$ cat src/rtl/gtp_pkg.sv
// Shared types and default timing for the GTPE2_COMMON PLL0 reset sequencer.
package gtp_pkg;

  localparam int unsigned PD_CYCLES_DEF    = 32;
  localparam int unsigned RST_CYCLES_DEF   = 8;
  localparam int unsigned LOCK_TIMEOUT_DEF = 4096;
  localparam int unsigned LOSS_FILTER_DEF  = 4;
  localparam int unsigned MAX_RETRIES_DEF  = 3;

  localparam int unsigned STATE_W = 3;
  localparam int unsigned RETRY_W = 2;

  localparam logic [STATE_W-1:0] ST_PWRDN     = 3'd0;
  localparam logic [STATE_W-1:0] ST_RESET     = 3'd1;
  localparam logic [STATE_W-1:0] ST_WAIT_LOCK = 3'd2;
  localparam logic [STATE_W-1:0] ST_LOCKED    = 3'd3;
  localparam logic [STATE_W-1:0] ST_FAIL      = 3'd4;

  typedef enum logic [STATE_W-1:0] {
    S_PWRDN     = 3'd0,
    S_RESET     = 3'd1,
    S_WAIT_LOCK = 3'd2,
    S_LOCKED    = 3'd3,
    S_FAIL      = 3'd4
  } state_e;

  function automatic int unsigned max3(input int unsigned a, input int unsigned b,
                                       input int unsigned c);
    int unsigned m;
    m = (a > b) ? a : b;
    return (m > c) ? m : c;
  endfunction

  // Bits needed to count 0..n-1, never less than one.
  function automatic int unsigned cnt_width(input int unsigned n);
    return (n > 1) ? $clog2(n) : 1;
  endfunction

endpackage

$ cat src/rtl/gtp_common_reset_seq_if.sv
// Control/status bundle between the PLL0 reset sequencer and its environment.
interface gtp_common_reset_seq_if;
  import gtp_pkg::*;

  logic               restart;
  logic               pll_lock;
  logic               refclk_lost;
  logic               pll_pd;
  logic               pll_reset;
  logic               done;
  logic               fail;
  logic [RETRY_W-1:0] retry_cnt;
  logic [STATE_W-1:0] state_o;

  modport master (
    output restart, pll_lock, refclk_lost,
    input  pll_pd, pll_reset, done, fail, retry_cnt, state_o
  );

  modport slave (
    input  restart, pll_lock, refclk_lost,
    output pll_pd, pll_reset, done, fail, retry_cnt, state_o
  );

endinterface

$ cat src/rtl/sync_2ff.sv
// Plain two-flop synchronizer for quasi-static or slow asynchronous inputs.
module sync_2ff #(
  parameter int unsigned WIDTH = 1
) (
  input  logic             clk,
  input  logic             rst_n,
  input  logic [WIDTH-1:0] i_d,
  output logic [WIDTH-1:0] o_q
);

  logic [WIDTH-1:0] r_meta;
  logic [WIDTH-1:0] r_sync;

  always_ff @(posedge clk or negedge rst_n) begin
    if (!rst_n) begin
      r_meta <= '0;
      r_sync <= '0;
    end else begin
      r_meta <= i_d;
      r_sync <= r_meta;
    end
  end

  assign o_q = r_sync;

endmodule

$ cat src/rtl/gtp_common_reset_seq.sv
// PLL0 power-down / reset / lock-wait sequencer for GTPE2_COMMON with bounded retries.
module gtp_common_reset_seq
  import gtp_pkg::*;
#(
  parameter int unsigned PD_CYCLES    = PD_CYCLES_DEF,
  parameter int unsigned RST_CYCLES   = RST_CYCLES_DEF,
  parameter int unsigned LOCK_TIMEOUT = LOCK_TIMEOUT_DEF,
  parameter int unsigned LOSS_FILTER  = LOSS_FILTER_DEF,
  parameter int unsigned MAX_RETRIES  = MAX_RETRIES_DEF
) (
  input  logic                  clk,
  input  logic                  rst_n,
  gtp_common_reset_seq_if.slave bus
);

  localparam int unsigned CNT_W  = cnt_width(max3(PD_CYCLES, RST_CYCLES, LOCK_TIMEOUT));
  localparam int unsigned LOSS_W = cnt_width(LOSS_FILTER);

  logic [1:0]         w_sync_in;
  logic [1:0]         w_sync_out;
  logic               w_lock_s;
  logic               w_lost_s;

  logic [STATE_W-1:0] r_state;
  logic [CNT_W-1:0]   r_cnt;
  logic [LOSS_W-1:0]  r_loss;
  logic [RETRY_W-1:0] r_retry;
  logic               r_pll_pd;
  logic               r_pll_reset;
  logic               r_done;
  logic               r_fail;

  logic [STATE_W-1:0] w_state_nxt;
  logic [CNT_W-1:0]   w_cnt_nxt;
  logic [LOSS_W-1:0]  w_loss_nxt;
  logic [RETRY_W-1:0] w_retry_nxt;
  logic               w_attempt_fail;

  assign w_sync_in = {bus.refclk_lost, bus.pll_lock};

  sync_2ff #(
    .WIDTH (2)
  ) u_sync (
    .clk   (clk),
    .rst_n (rst_n),
    .i_d   (w_sync_in),
    .o_q   (w_sync_out)
  );

  assign w_lock_s = w_sync_out[0];
  assign w_lost_s = w_sync_out[1];

  always_ff @(posedge clk or negedge rst_n) begin
    if (!rst_n) begin
      r_state     <= ST_PWRDN;
      r_cnt       <= '0;
      r_loss      <= '0;
      r_retry     <= '0;
      r_pll_pd    <= 1'b1;
      r_pll_reset <= 1'b1;
      r_done      <= 1'b0;
      r_fail      <= 1'b0;
    end else begin
      r_state     <= w_state_nxt;
      r_cnt       <= w_cnt_nxt;
      r_loss      <= w_loss_nxt;
      r_retry     <= w_retry_nxt;
      // Outputs decode the next state so they change on the same edge as the state.
      r_pll_pd    <= (w_state_nxt == ST_PWRDN) || (w_state_nxt == ST_FAIL);
      r_pll_reset <= (w_state_nxt != ST_WAIT_LOCK) && (w_state_nxt != ST_LOCKED);
      r_done      <= (w_state_nxt == ST_LOCKED);
      r_fail      <= (w_state_nxt == ST_FAIL);
    end
  end

  always_comb begin
    w_state_nxt    = r_state;
    w_cnt_nxt      = r_cnt + CNT_W'(1);
    w_loss_nxt     = '0;
    w_retry_nxt    = r_retry;
    w_attempt_fail = 1'b0;

    case (r_state)
      ST_PWRDN: begin
        w_retry_nxt = '0;
        if (r_cnt == CNT_W'(PD_CYCLES - 1)) begin
          w_state_nxt = ST_RESET;
          w_cnt_nxt   = '0;
        end
      end
      ST_RESET: begin
        if (r_cnt == CNT_W'(RST_CYCLES - 1)) begin
          w_state_nxt = ST_WAIT_LOCK;
          w_cnt_nxt   = '0;
        end
      end
      ST_WAIT_LOCK: begin
        if (w_lock_s && !w_lost_s) begin
          w_state_nxt = ST_LOCKED;
          w_cnt_nxt   = '0;
        end else if (r_cnt == CNT_W'(LOCK_TIMEOUT - 1)) begin
          w_attempt_fail = 1'b1;
        end
      end
      ST_LOCKED: begin
        w_cnt_nxt = '0;
        // Reference loss is immediate; lock loss must persist LOSS_FILTER cycles.
        if (w_lost_s) begin
          w_attempt_fail = 1'b1;
        end else if (!w_lock_s) begin
          if (r_loss == LOSS_W'(LOSS_FILTER - 1)) begin
            w_attempt_fail = 1'b1;
          end else begin
            w_loss_nxt = r_loss + LOSS_W'(1);
          end
        end
      end
      ST_FAIL: begin
        w_cnt_nxt = '0;
      end
      default: begin
        w_state_nxt = ST_PWRDN;
        w_cnt_nxt   = '0;
      end
    endcase

    // A failed attempt retries from RESET until the retry budget is spent.
    if (w_attempt_fail) begin
      w_cnt_nxt  = '0;
      w_loss_nxt = '0;
      if (r_retry >= RETRY_W'(MAX_RETRIES)) begin
        w_state_nxt = ST_FAIL;
      end else begin
        w_state_nxt = ST_RESET;
        w_retry_nxt = r_retry + RETRY_W'(1);
      end
    end

    if (bus.restart) begin
      w_state_nxt = ST_PWRDN;
      w_cnt_nxt   = '0;
      w_loss_nxt  = '0;
      w_retry_nxt = '0;
    end
  end

  assign bus.pll_pd    = r_pll_pd;
  assign bus.pll_reset = r_pll_reset;
  assign bus.done      = r_done;
  assign bus.fail      = r_fail;
  assign bus.retry_cnt = r_retry;
  assign bus.state_o   = r_state;

endmodule

$ cat src/flat_wrapper.sv
// flat-port wrapper written by rule: the top's interface ports become plain ports
module gtp_common_reset_seq_flat import gtp_pkg::*;
#(
  parameter int unsigned PD_CYCLES    = PD_CYCLES_DEF,
  parameter int unsigned RST_CYCLES   = RST_CYCLES_DEF,
  parameter int unsigned LOCK_TIMEOUT = LOCK_TIMEOUT_DEF,
  parameter int unsigned LOSS_FILTER  = LOSS_FILTER_DEF,
  parameter int unsigned MAX_RETRIES  = MAX_RETRIES_DEF
)
  (clk, rst_n, bus_restart, bus_pll_lock, bus_refclk_lost, bus_pll_pd, bus_pll_reset, bus_done, bus_fail, bus_retry_cnt, bus_state_o);
  gtp_common_reset_seq_if bus_i ();
  input  logic clk;
  input  logic rst_n;
  input wire logic [$bits(bus_i.restart)-1:0] bus_restart;
  input wire logic [$bits(bus_i.pll_lock)-1:0] bus_pll_lock;
  input wire logic [$bits(bus_i.refclk_lost)-1:0] bus_refclk_lost;
  output wire logic [$bits(bus_i.pll_pd)-1:0] bus_pll_pd;
  output wire logic [$bits(bus_i.pll_reset)-1:0] bus_pll_reset;
  output wire logic [$bits(bus_i.done)-1:0] bus_done;
  output wire logic [$bits(bus_i.fail)-1:0] bus_fail;
  output wire logic [$bits(bus_i.retry_cnt)-1:0] bus_retry_cnt;
  output wire logic [$bits(bus_i.state_o)-1:0] bus_state_o;
  assign bus_i.restart = bus_restart;
  assign bus_i.pll_lock = bus_pll_lock;
  assign bus_i.refclk_lost = bus_refclk_lost;
  assign bus_pll_pd = bus_i.pll_pd;
  assign bus_pll_reset = bus_i.pll_reset;
  assign bus_done = bus_i.done;
  assign bus_fail = bus_i.fail;
  assign bus_retry_cnt = bus_i.retry_cnt;
  assign bus_state_o = bus_i.state_o;
  gtp_common_reset_seq #(.PD_CYCLES(PD_CYCLES), .RST_CYCLES(RST_CYCLES), .LOCK_TIMEOUT(LOCK_TIMEOUT), .LOSS_FILTER(LOSS_FILTER), .MAX_RETRIES(MAX_RETRIES)) u_core (.clk(clk), .rst_n(rst_n), .bus(bus_i));
endmodule
$ cat config.mk
export PLATFORM = sky130hd
export DESIGN_NAME = gtp_common_reset_seq_flat
export DESIGN_NICKNAME = d
export VERILOG_FILES = /design/src/rtl/gtp_pkg.sv /design/src/rtl/gtp_common_reset_seq_if.sv /design/src/rtl/sync_2ff.sv /design/src/rtl/gtp_common_reset_seq.sv /design/src/flat_wrapper.sv
export SDC_FILE = /design/constraint.sdc
export NUM_CORES = 1
export LEC_CHECK = 0
export ABC_AREA = 1
export BUFFER_PORTS_ARGS = -buffer_cell sky130_fd_sc_hd__buf_2
export CORE_MARGIN = 2
export CORE_UTILIZATION = 30
export CTS_BUF_LIST = sky130_fd_sc_hd__clkbuf_16
export DETAILED_ROUTE_END_ITERATION = 7
export HOLD_SLACK_MARGIN = 0.06
export SLEW_MARGIN = 5
export SYNTH_ARGS = -nofsm -noshare
export SYNTH_HDL_FRONTEND = slang
export SYNTH_SLANG_ARGS = --single-unit
$ cat constraint.sdc
create_clock -name clk -period 1.3 [get_ports clk]
set_input_delay 0.065 -clock clk [delete_from_list [all_inputs] [get_ports clk]]
set_output_delay 0.065 -clock clk [all_outputs]
set_load 0.1 [all_outputs]
# Yosys cells after proc, flatten, opt, wreduce, memory -nomap -nowiden
# Cells that the tools add are included.
# W data, S select, Z words.
[totals]
ff_bits = 27
input_bits = 5
out_inout_bits = 9
word_cells = 62
[classes]
add_sub_neg = 3
order_cmp = 1
n_eq_ne = 12
muxes = 29
n_reduce_logical = 7
[op_table]
columns = ["cell", "n"]
rows = [
  ["$mux W12", 5],
  ["$pmux W12 S3", 1],
  ["$mux W2", 10],
  ["$mux W3", 6],
  ["$add A12 B1 Y12 const B", 1],
  ["$eq A12 B12 Y1 const B", 1],
  ["$eq A12 B3 Y1 const B", 1],
  ["$eq A12 B5 Y1 const B", 1],
  ["$pmux W3 S4", 1],
  ["$eq A3 B2 Y1 const B", 3],
  ["$eq A3 B3 Y1 const B", 2],
  ["$logic_not A3 Y1", 2],
  ["$ne A3 B2 Y1 const B", 2],
  ["$mux W1", 5],
  ["$add A2 B1 Y2 const B", 2],
  ["$eq A3 B1 Y1 const B", 1],
  ["$eq A2 B2 Y1 const B", 1],
  ["$ge A2 B2 Y1 const B", 1],
  ["$logic_and A1 B1 Y1", 2],
  ["$pmux W1 S2", 1],
  ["$reduce_or A2 Y1", 1],
  ["$logic_not A1 Y1", 1],
  ["$logic_or A1 B1 Y1", 1],
]

# Logic depth before layout (Yosys ltp)
# Gate-level depths: netlist of run 1.
[logic_depth]
depth_word = 9
ltp_mapped = 10
depth_no_buf = 10

# Modules after synthesis
# From an unflattened synthesis of run 1, not the netlist that was laid out.
[hier_totals]
hier_cells = 168
hier_area_um2 = 1360.1
[by_module_without_submodules]
columns = ["mod", "n_inst", "cells_each", "area_each_um2", "seq_area_each_um2"]
rows = [
  ["gtp_common_reset_seq", 1, 164, 1260.0, 578.1],
  ["sync_2ff", 1, 4, 100.1, 100.1],
]

# Worst setup path before layout of run 1
# No wires, ideal clock.
[synth_timing]
path_kind = "register to register"
from = "register u_core.r_state[1], in the netlist u_core.bus.state_o[1]"
to = "register u_core.r_done, in the netlist u_core.bus.done"
setup_ns = 0.069
arrival_ns = 1.859
path_slack_ns = -0.628
path_stages_with_launch = 9
path_buffers = 0
period_less_slack_ns = 1.928
cell_sequence = "dfrtp_1 -> inv_1 -> nor2_2 -> nand4_1 -> o21ai_2 -> nand2_2 -> nand2_2 -> nand2_2 -> nor2_2"
[synth_between]
elab_chain_cells = 6
word_cells_on_any_way = 14
[synth_rtl]
columns = ["item", "line", "source"]
rows = [
  ["start, declared", "gtp_common_reset_seq.sv:24", "logic [STATE_W-1:0] r_state;"],
  ["start signal, assigned", "gtp_common_reset_seq.sv:64", "r_state <= w_state_nxt;"],
  ["$eq A3 B3 Y1 or $eq A3 B2 Y1 (tied branches)", "gtp_common_reset_seq.sv:83", "case (r_state)"],
  ["$reduce_or A2 Y1 (no source line)", "-", ""],
  ["$pmux W3 S4", "gtp_common_reset_seq.sv:83", ""],
  ["$mux W3 *", "gtp_common_reset_seq.sv:128", "if (w_attempt_fail) begin"],
  ["$mux W3 *", "gtp_common_reset_seq.sv:139", "if (bus.restart) begin"],
  ["$eq A3 B2 Y1 *", "gtp_common_reset_seq.sv:71", "r_done <= (w_state_nxt == ST_LOCKED);"],
  ["end signal, assigned", "gtp_common_reset_seq.sv:71", ""],
  ["end, declared", "gtp_common_reset_seq.sv:30", "logic r_done;"],
]
# Mark *: on every way between the ends. The rest lies on a longest branch, timed or not.

# Worst setup path in the final report of run 1
[layout_timing]
from = "register u_core.r_state[2], in the netlist u_core.bus.state_o[2]"
to = "register u_core.r_done, in the netlist u_core.bus.done"
# Same word-level chain as after synthesis.

==> results of run 1 <==
area by class of cell:
class	count	area share [%]
tap	52	3.19
timing repair buffer	46	18.0
sequential	27	33.9
inverter	25	4.85
clock buffer	3	3.68
clock inverter	1	0.368
multi-input combinational	107	35.9
metal layers:
layer / up-vias / share of wire [%] / track usage, %
li1: 598 / - / -
met2: 13 / 51 / 20.4
met1: 566 / 46 / 16.0
met4: 0 / 1.9 / 5.77
met3: 4 / 1.1 / 0.866
met5: - / 0 / 0
synth_stat cells (3+ instances only):
| cell | instances | area [µm²] |
|---|---|---|
| o21ai_0 | 4 | 20.0 |
| nor2_2 | 4 | 25.0 |
| inv_1 | 25 | 93.8 |
| nand4_1 | 3 | 18.8 |
| nor2_1 | 29 | 109 |
| dfrtp_1 | 25 | 626 |
| nand2_2 | 5 | 31.3 |
| nand2_1 | 30 | 113 |
| xor2_1 | 5 | 43.8 |
| ha_1 | 3 | 37.5 |
| nand3_1 | 7 | 35.0 |
| a21oi_1 | 3 | 15.0 |
report_power, final:
part	total [mW]	internal [mW]	switching [mW]
Combinational	0.0897	0.0365	0.0531
Sequential	0.863	0.854	0.00992
Clock	0.712	0.418	0.293
registers in the layout, summed over array words and instances (netlist names):
name	cells
u_core.bus.retry_cnt	2
u_core.r_cnt	12
u_core.bus.state_o	3
u_core.u_sync.o_q	2
u_core.bus.fail	1
u_core.u_sync.r_meta	2
u_core.bus.pll_reset	1
u_core.bus.done	1
u_core.r_loss	2
u_core.bus.pll_pd	1
kinds of logic (layout without fill, tap and decap cells):
logic type / Yosys count / count (layout) / synth area share, %
compound gates: 12 / 12 / 5.67
flops: 27 / 27 / 51.2
simple gates: 85 / 86 / 29.2
buf+inv: 25 / 75 / 7.09
fa+ha+maj: 3 / 3 / 2.84
xor+xnor: 6 / 6 / 3.97
how the worst min path moves through the flow:
stage                            from                 endpoint  slack (ns)  cells after the start
after floorplan                 rst_n          u_core.bus.done       -0.23                      0
after global placement          rst_n          u_core.r_cnt[9]        0.11                      1
after detailed placement        rst_n          u_core.r_cnt[9]        0.11                      1
after CTS                 bus_restart        u_core.bus.pll_pd        0.01                      2
after global routing      bus_restart  u_core.bus.retry_cnt[0]        0.20                      4
final                     bus_restart  u_core.bus.retry_cnt[0]        0.18                      4
timing repair:
item,in CTS,in global routing
hold endpoints to repair,28,1
gates cloned,1,0
pin swaps,16,9
gates resized for setup,23,31
buffers inserted,3,2
hold buffers,3,1
setup endpoints to repair,23,23
critical path, delay by kind of cell, from the launching register on:
family,cells,cell delay (ns)
flops,1,0.52
simple gates,6,0.64
compound gates,1,0.24
==> metrics.md, run 1 <==
| Metric | Value |
|---|---|
| Status | finished, violations left |
| Violated checks | setup timing |
| Fin. Hold Viols | 0 |
| Worst Setup SP | u_core.bus.state_o[2] |
| Commonest non-fill, non-tap cells in the layout | buf_4, dfrtp_1, inv_1, nand2_1, nor2_1 |
| Max Slew Vio Count | 0 |
| PD cells | roughly 820 mW/mm² |
| Tot Pwr | between 1.5 and 2 mW |
| Reg2reg path depth | 7 |
| Max-Cap Viols | 0 |
| Post-synthesis cell type count | 24 |
| Final Net Count | approximately 220 |
| P_leak | 0.978 nW |
| Vias in the first global route | approximately 1100 |
| Worst-path maximum fanout | 6 |
| I/O Pins | 14 |
| Reg2Reg Setup Slack | -0.16 ns |
| Antenna diode count | 0 |
| Crit-path max cell delay | about 0.52 ns |
| Area delta synth->final | 54.0% |
| DRC errors left | 0 |
| Vias per inst | between 4 and 5 |
| DR WL/cell | 10.8 µm |
| Register area share after synthesis | about 51% |
| Mapped Cells | 158 |
| CTS tree | done |
| Final Instance Area | between 0.002 and 0.0025 mm² |
| Final Wtd Congestion | 0.784 |
| Setup crit start kind | flip-flop |
| Cell Count, Final, Fillers Out | ~260 |
| Global Route Usage Sum | between 10% and 20% |
| Cells after DPL | 247 |
| Asr flop ratio synth | 100% |
| Worst Setup End Kind | flip-flop |
| Clock net sink count | 27 |
| First-pass GRT wire length | 4840 µm |
| Critical Path AT | approximately 1.7 ns |
| Worst Tran Pin Value | slightly below 0.6 ns |
| Initial antenna violation count | 0 |
| Area of the multi-input gates | about 730 µm² |
| Final Skew | 0.00253 ns |
| Worst reg2reg endpoint | u_core.bus.done |
| Syn Area/Cell | approximately 8.4 µm² |
| RSZ-0062 raised after global routing | yes |
| Die X | ~70 µm |
| Drt initial violations | 38 |
| Setup TNS | -2.23 ns |
| Synth Cell Area | about 0.0013 mm² |
| Peak VDD IR | between 500 and 600 µV |
| Setup CP Type | reg2reg |
| Crit path top cell by count | nand2_2 |
| Pin count of the biggest net entering global routing | 28 |
| Yosys warning count | 0 |
| Fmax | about 680 MHz |
| EDFF count, synth | 0 |
| Setup WS post-layout | -0.163 ns |
| CP endpoint | u_core.bus.done |
| Die ar. | 0.00496 mm² |
| Worst hold slack | between 0.15 and 0.2 ns |
| CP max-delay cell | dfrtp_4 |
| Synth Register Bits | 27 |
| DP Area | 0.00169 mm² |
| IO Port Bufs | 13 |
| Filler instances | just under 400 |
| Final core utilization | a little under half |
| CTS root buffer | clkbuf_16 |
| Commonest non-fill, non-tap cell in the layout | buf_4 |
| Num CTS Buffers | 3 |
| Routed WL | between 2000 and 3000 µm |
| Ys flop type | dfrtp_1 |
| Clock latency on the worst-skew pair | about 0.26 ns |
| Pre-CTS setup slack | -0.216 ns |
| Fin crit period | 1.46 ns |
| Post-DP HPWL | between 1500 and 2000 µm |
| Share of cells above drive strength 1 | 52.2% |
| Reg2reg start | u_core.bus.state_o[2] |
| Cell Chain, Critical Path | nor2_4 -> nand4_1 -> o21ai_4 -> nand2_4 -> nand2_2 -> nand2_2 -> nor2_2 |
| Clock slew at reported path FFs | 0.07 ns |
| Syn nets | between 150 and 200 |
| First-pass DRT Iterations | 4 |
| Period Utilization, post-route | 113% |
| Vias | between 1000 and 1500 |
| H-tree levels | 1 |
| Core area | 0.00429 mm² |
| Std-Cell Rows | 24 |
| Die H | slightly above 70 µm |
| Clk buf depth | 2 |
| Register Area | roughly 700 µm² |
| Initial Util | a little under a third |
| Routed Antenna Nets | 0 |
| Slew HR | 61.4% |
| CP required | 1.50 ns |
| Final setup fails | 21 |
| Hold Crit Class | in2reg |
| GR Overflow Total | 0 |
No activity file was read; power rests on OpenSTA's default activity.
==> run 2, diff against run 1 <==
Settings changed: CORE_UTILIZATION 30 to 51, PLACE_DENSITY_LB_ADDON set to 0.25.
==> run 2 against run 1 <==
Compared with the run above:
- the run still ends with setup timing left
- cell count is 11% lower
- global-route usage is 13 points higher
- cell area down 5.0%
- largest cell class unchanged
- sequential power hardly changed
- flip-flop and latch count unchanged
- maximum frequency is 7.6% lower
- clock power shrank 2%
- routed wire length is 15% higher
- worst hold slack better by 0.16 ns
- non-clock buffer count fell by 6
- largest power group unchanged
- register-to-register slack worse by 0.12 ns
- worst setup slack worse by 0.12 ns
==> metrics.md, run 2 (synthesis results as in run 1) <==
| Metric | Value |
|---|---|
| Pre-CTS setup slack | -0.226 ns |
| Vias in the first global route | roughly 1200 |
| Final Net Count | roughly 210 |
| Commonest non-fill, non-tap cells in the layout | inv_1, nand2_1, buf_4, dfrtp_1 |
| H-tree levels | 1 |
| First-pass DRT Iterations | 4 |
| First-pass GRT wire length | around 5200 µm |
| Status | finished, violations left |
| Fin crit period | about 1.6 ns |
| Die H | 54.9 µm |
| Die X | 54.9 µm |
| Fmax | about 630 MHz |
| Worst-path maximum fanout | 3 |
| Final Wtd Congestion | between 0.8 and 0.9 |
| DR WL/cell | around 14 µm |
| Global Route Usage Sum | around a quarter |
| Clock net sink count | 27 |
| Crit path top cell by count | nand2_1 |
| I/O Pins | 14 |
| Final core utilization | between 70% and 80% |
| DRC errors left | 0 |
| IO Port Bufs | 13 |
| Num CTS Buffers | 3 |
| Largest register FFs | 12 |
| Register Area | between 600 and 700 µm² |
| Final Skew | ~0.0038 ns |
| Std-Cell Rows | 18 |
| Max Slew Vio Count | 0 |
| Worst Setup End Kind | flip-flop |
| PD cells | approximately 850 mW/mm² |
| GR Overflow Total | 0 |
| Commonest non-fill, non-tap cell in the layout | inv_1 |
| P_leak | 0.977 nW |
| Top reg by flops | u_core.r_cnt |
| Core area | about 0.0025 mm² |
| Fin. Hold Viols | 0 |
| Vias per inst | between 5 and 6 |
| Filler instances | roughly 160 |
| Max-Cap Viols | 0 |
| Buf/Inv on CP | 0 |
| Worst Tran Pin Value | a little under 0.6 ns |
| RSZ-0062 raised after global routing | yes |
| Area delta synth->final | 46.3% |
| Setup CP Type | reg2reg |
| Cell Count, Final, Fillers Out | between 200 and 250 |
| Clk buf depth | 2 |
| Met2 Wirelength | ~1600 µm |
| Violated checks | setup timing |
| Routed WL | approximately 3200 µm |
| Setup TNS | -4.48 ns |
| Setup crit start kind | flip-flop |
| Clock slew at reported path FFs | ~0.06 ns |
| Cell Chain, Critical Path | nor2_2 -> nand2_1 -> nor2_1 -> nand2_1 -> nand2_1 -> nand3_1 -> nand2_2 -> nand2_4 -> o21bai_1 |
| Pin count of the biggest net entering global routing | 28 |
| Initial antenna violation count | 0 |
| Crit-path max cell delay | 0.40 ns |
| CP max-delay cell | dfrtp_1 |
| Tot Pwr | between 1.5 and 2 mW |
| Final setup fails | 22 |
| Cells after DPL | between 200 and 250 |
| Routed length on met3 | roughly 130 µm |
| Routed Antenna Nets | 0 |
| Slew HR | 60.5% |
| Vias | ~1200 |
| Top Metal Used | met4 |
| Hold Crit Class | in2async |
| Share of cells above drive strength 1 | between 40% and 50% |
| Setup WS post-layout | -0.283 ns |
| Antenna diode count | 0 |
| Period Utilization, post-route | 122% |
| CP required | between 1 and 1.5 ns |
| CP top delay family | simple AND/OR/NAND/NOR gates |
| CTS root buffer | clkbuf_16 |
| Clock latency on the worst-skew pair | ~0.26 ns |
| Met1 WL | between 1000 and 1500 µm |
| Drt initial violations | 33 |
| Area of the multi-input gates | 703 µm² |
| Critical Path AT | around 1.8 ns |
| Die ar. | 0.00302 mm² |
| CTS tree | done |
| Post-DP HPWL | 2090 µm |
| Initial Util | between 50 and 60% |
| Peak VDD IR | approximately 890 µV |
run 2: cell type report:
cell class | instances | area share, %
Inverter | 25 | 4.97
Multi-Input combinational cell | 107 | 36.3
Sequential cell | 27 | 35.7
Clock buffer | 3 | 3.88
Timing Repair Buffer | 40 | 17.0
Tap cell | 30 | 1.94
Clock inverter | 1 | 0.194
run 2: timing repair:
| action | CTS | global route |
|---|---|---|
| hold buffers | 4 | 0 |
| buffers inserted | 2 | 1 |
| gates cloned | 1 | 0 |
| endpoints found under the setup margin | 22 | 23 |
| pin swaps | 13 | 8 |
| resized for setup | 16 | 18 |
| hold endpoints to repair | 28 | 0 |
run 2: path summary, 6_finish.rpt:
check / to / cells after the start / from / slack (ns)
setup / recovery: u_core.bus.pll_pd / 9 / u_core.r_cnt[5] / -0.28
hold / removal: u_core.r_cnt[6] / 2 / rst_n / 0.34
setup reg to reg: u_core.bus.pll_pd / 9 / u_core.r_cnt[5] / -0.28
hold reg to reg: u_core.u_sync.o_q[1] / 0 / u_core.u_sync.r_meta[1] / 0.35
max in group asynchronous: u_core.bus.state_o[1] / 2 / rst_n / 0.52
min in group clk: u_core.u_sync.o_q[1] / 0 / u_core.u_sync.r_meta[1] / 0.35
run 2: metal layers:
layer,up-vias,track usage [%]
li1,587,-
met1,605,31.0
met2,38,39.1
met3,13,5.65
met4,0,14.6
met5,-,0
run 2: per-stage QoR:
step | hold slack [ns] | area, µm²
global route | 0.370 | 1940
global placement | 0.0932 | 1670
finish | 0.336 | 1940
floorplan | -0.231 | 1360
detailed placement | 0.104 | 1670
CTS | 0.352 | 1870
run 2: power by group:
group          switching [mW]  internal [mW]  total (mW)  leakage, nW
sequential             0.0112          0.854       0.865        0.349
combinational          0.0565         0.0374      0.0939        0.585
clock                   0.285          0.412       0.697       0.0423
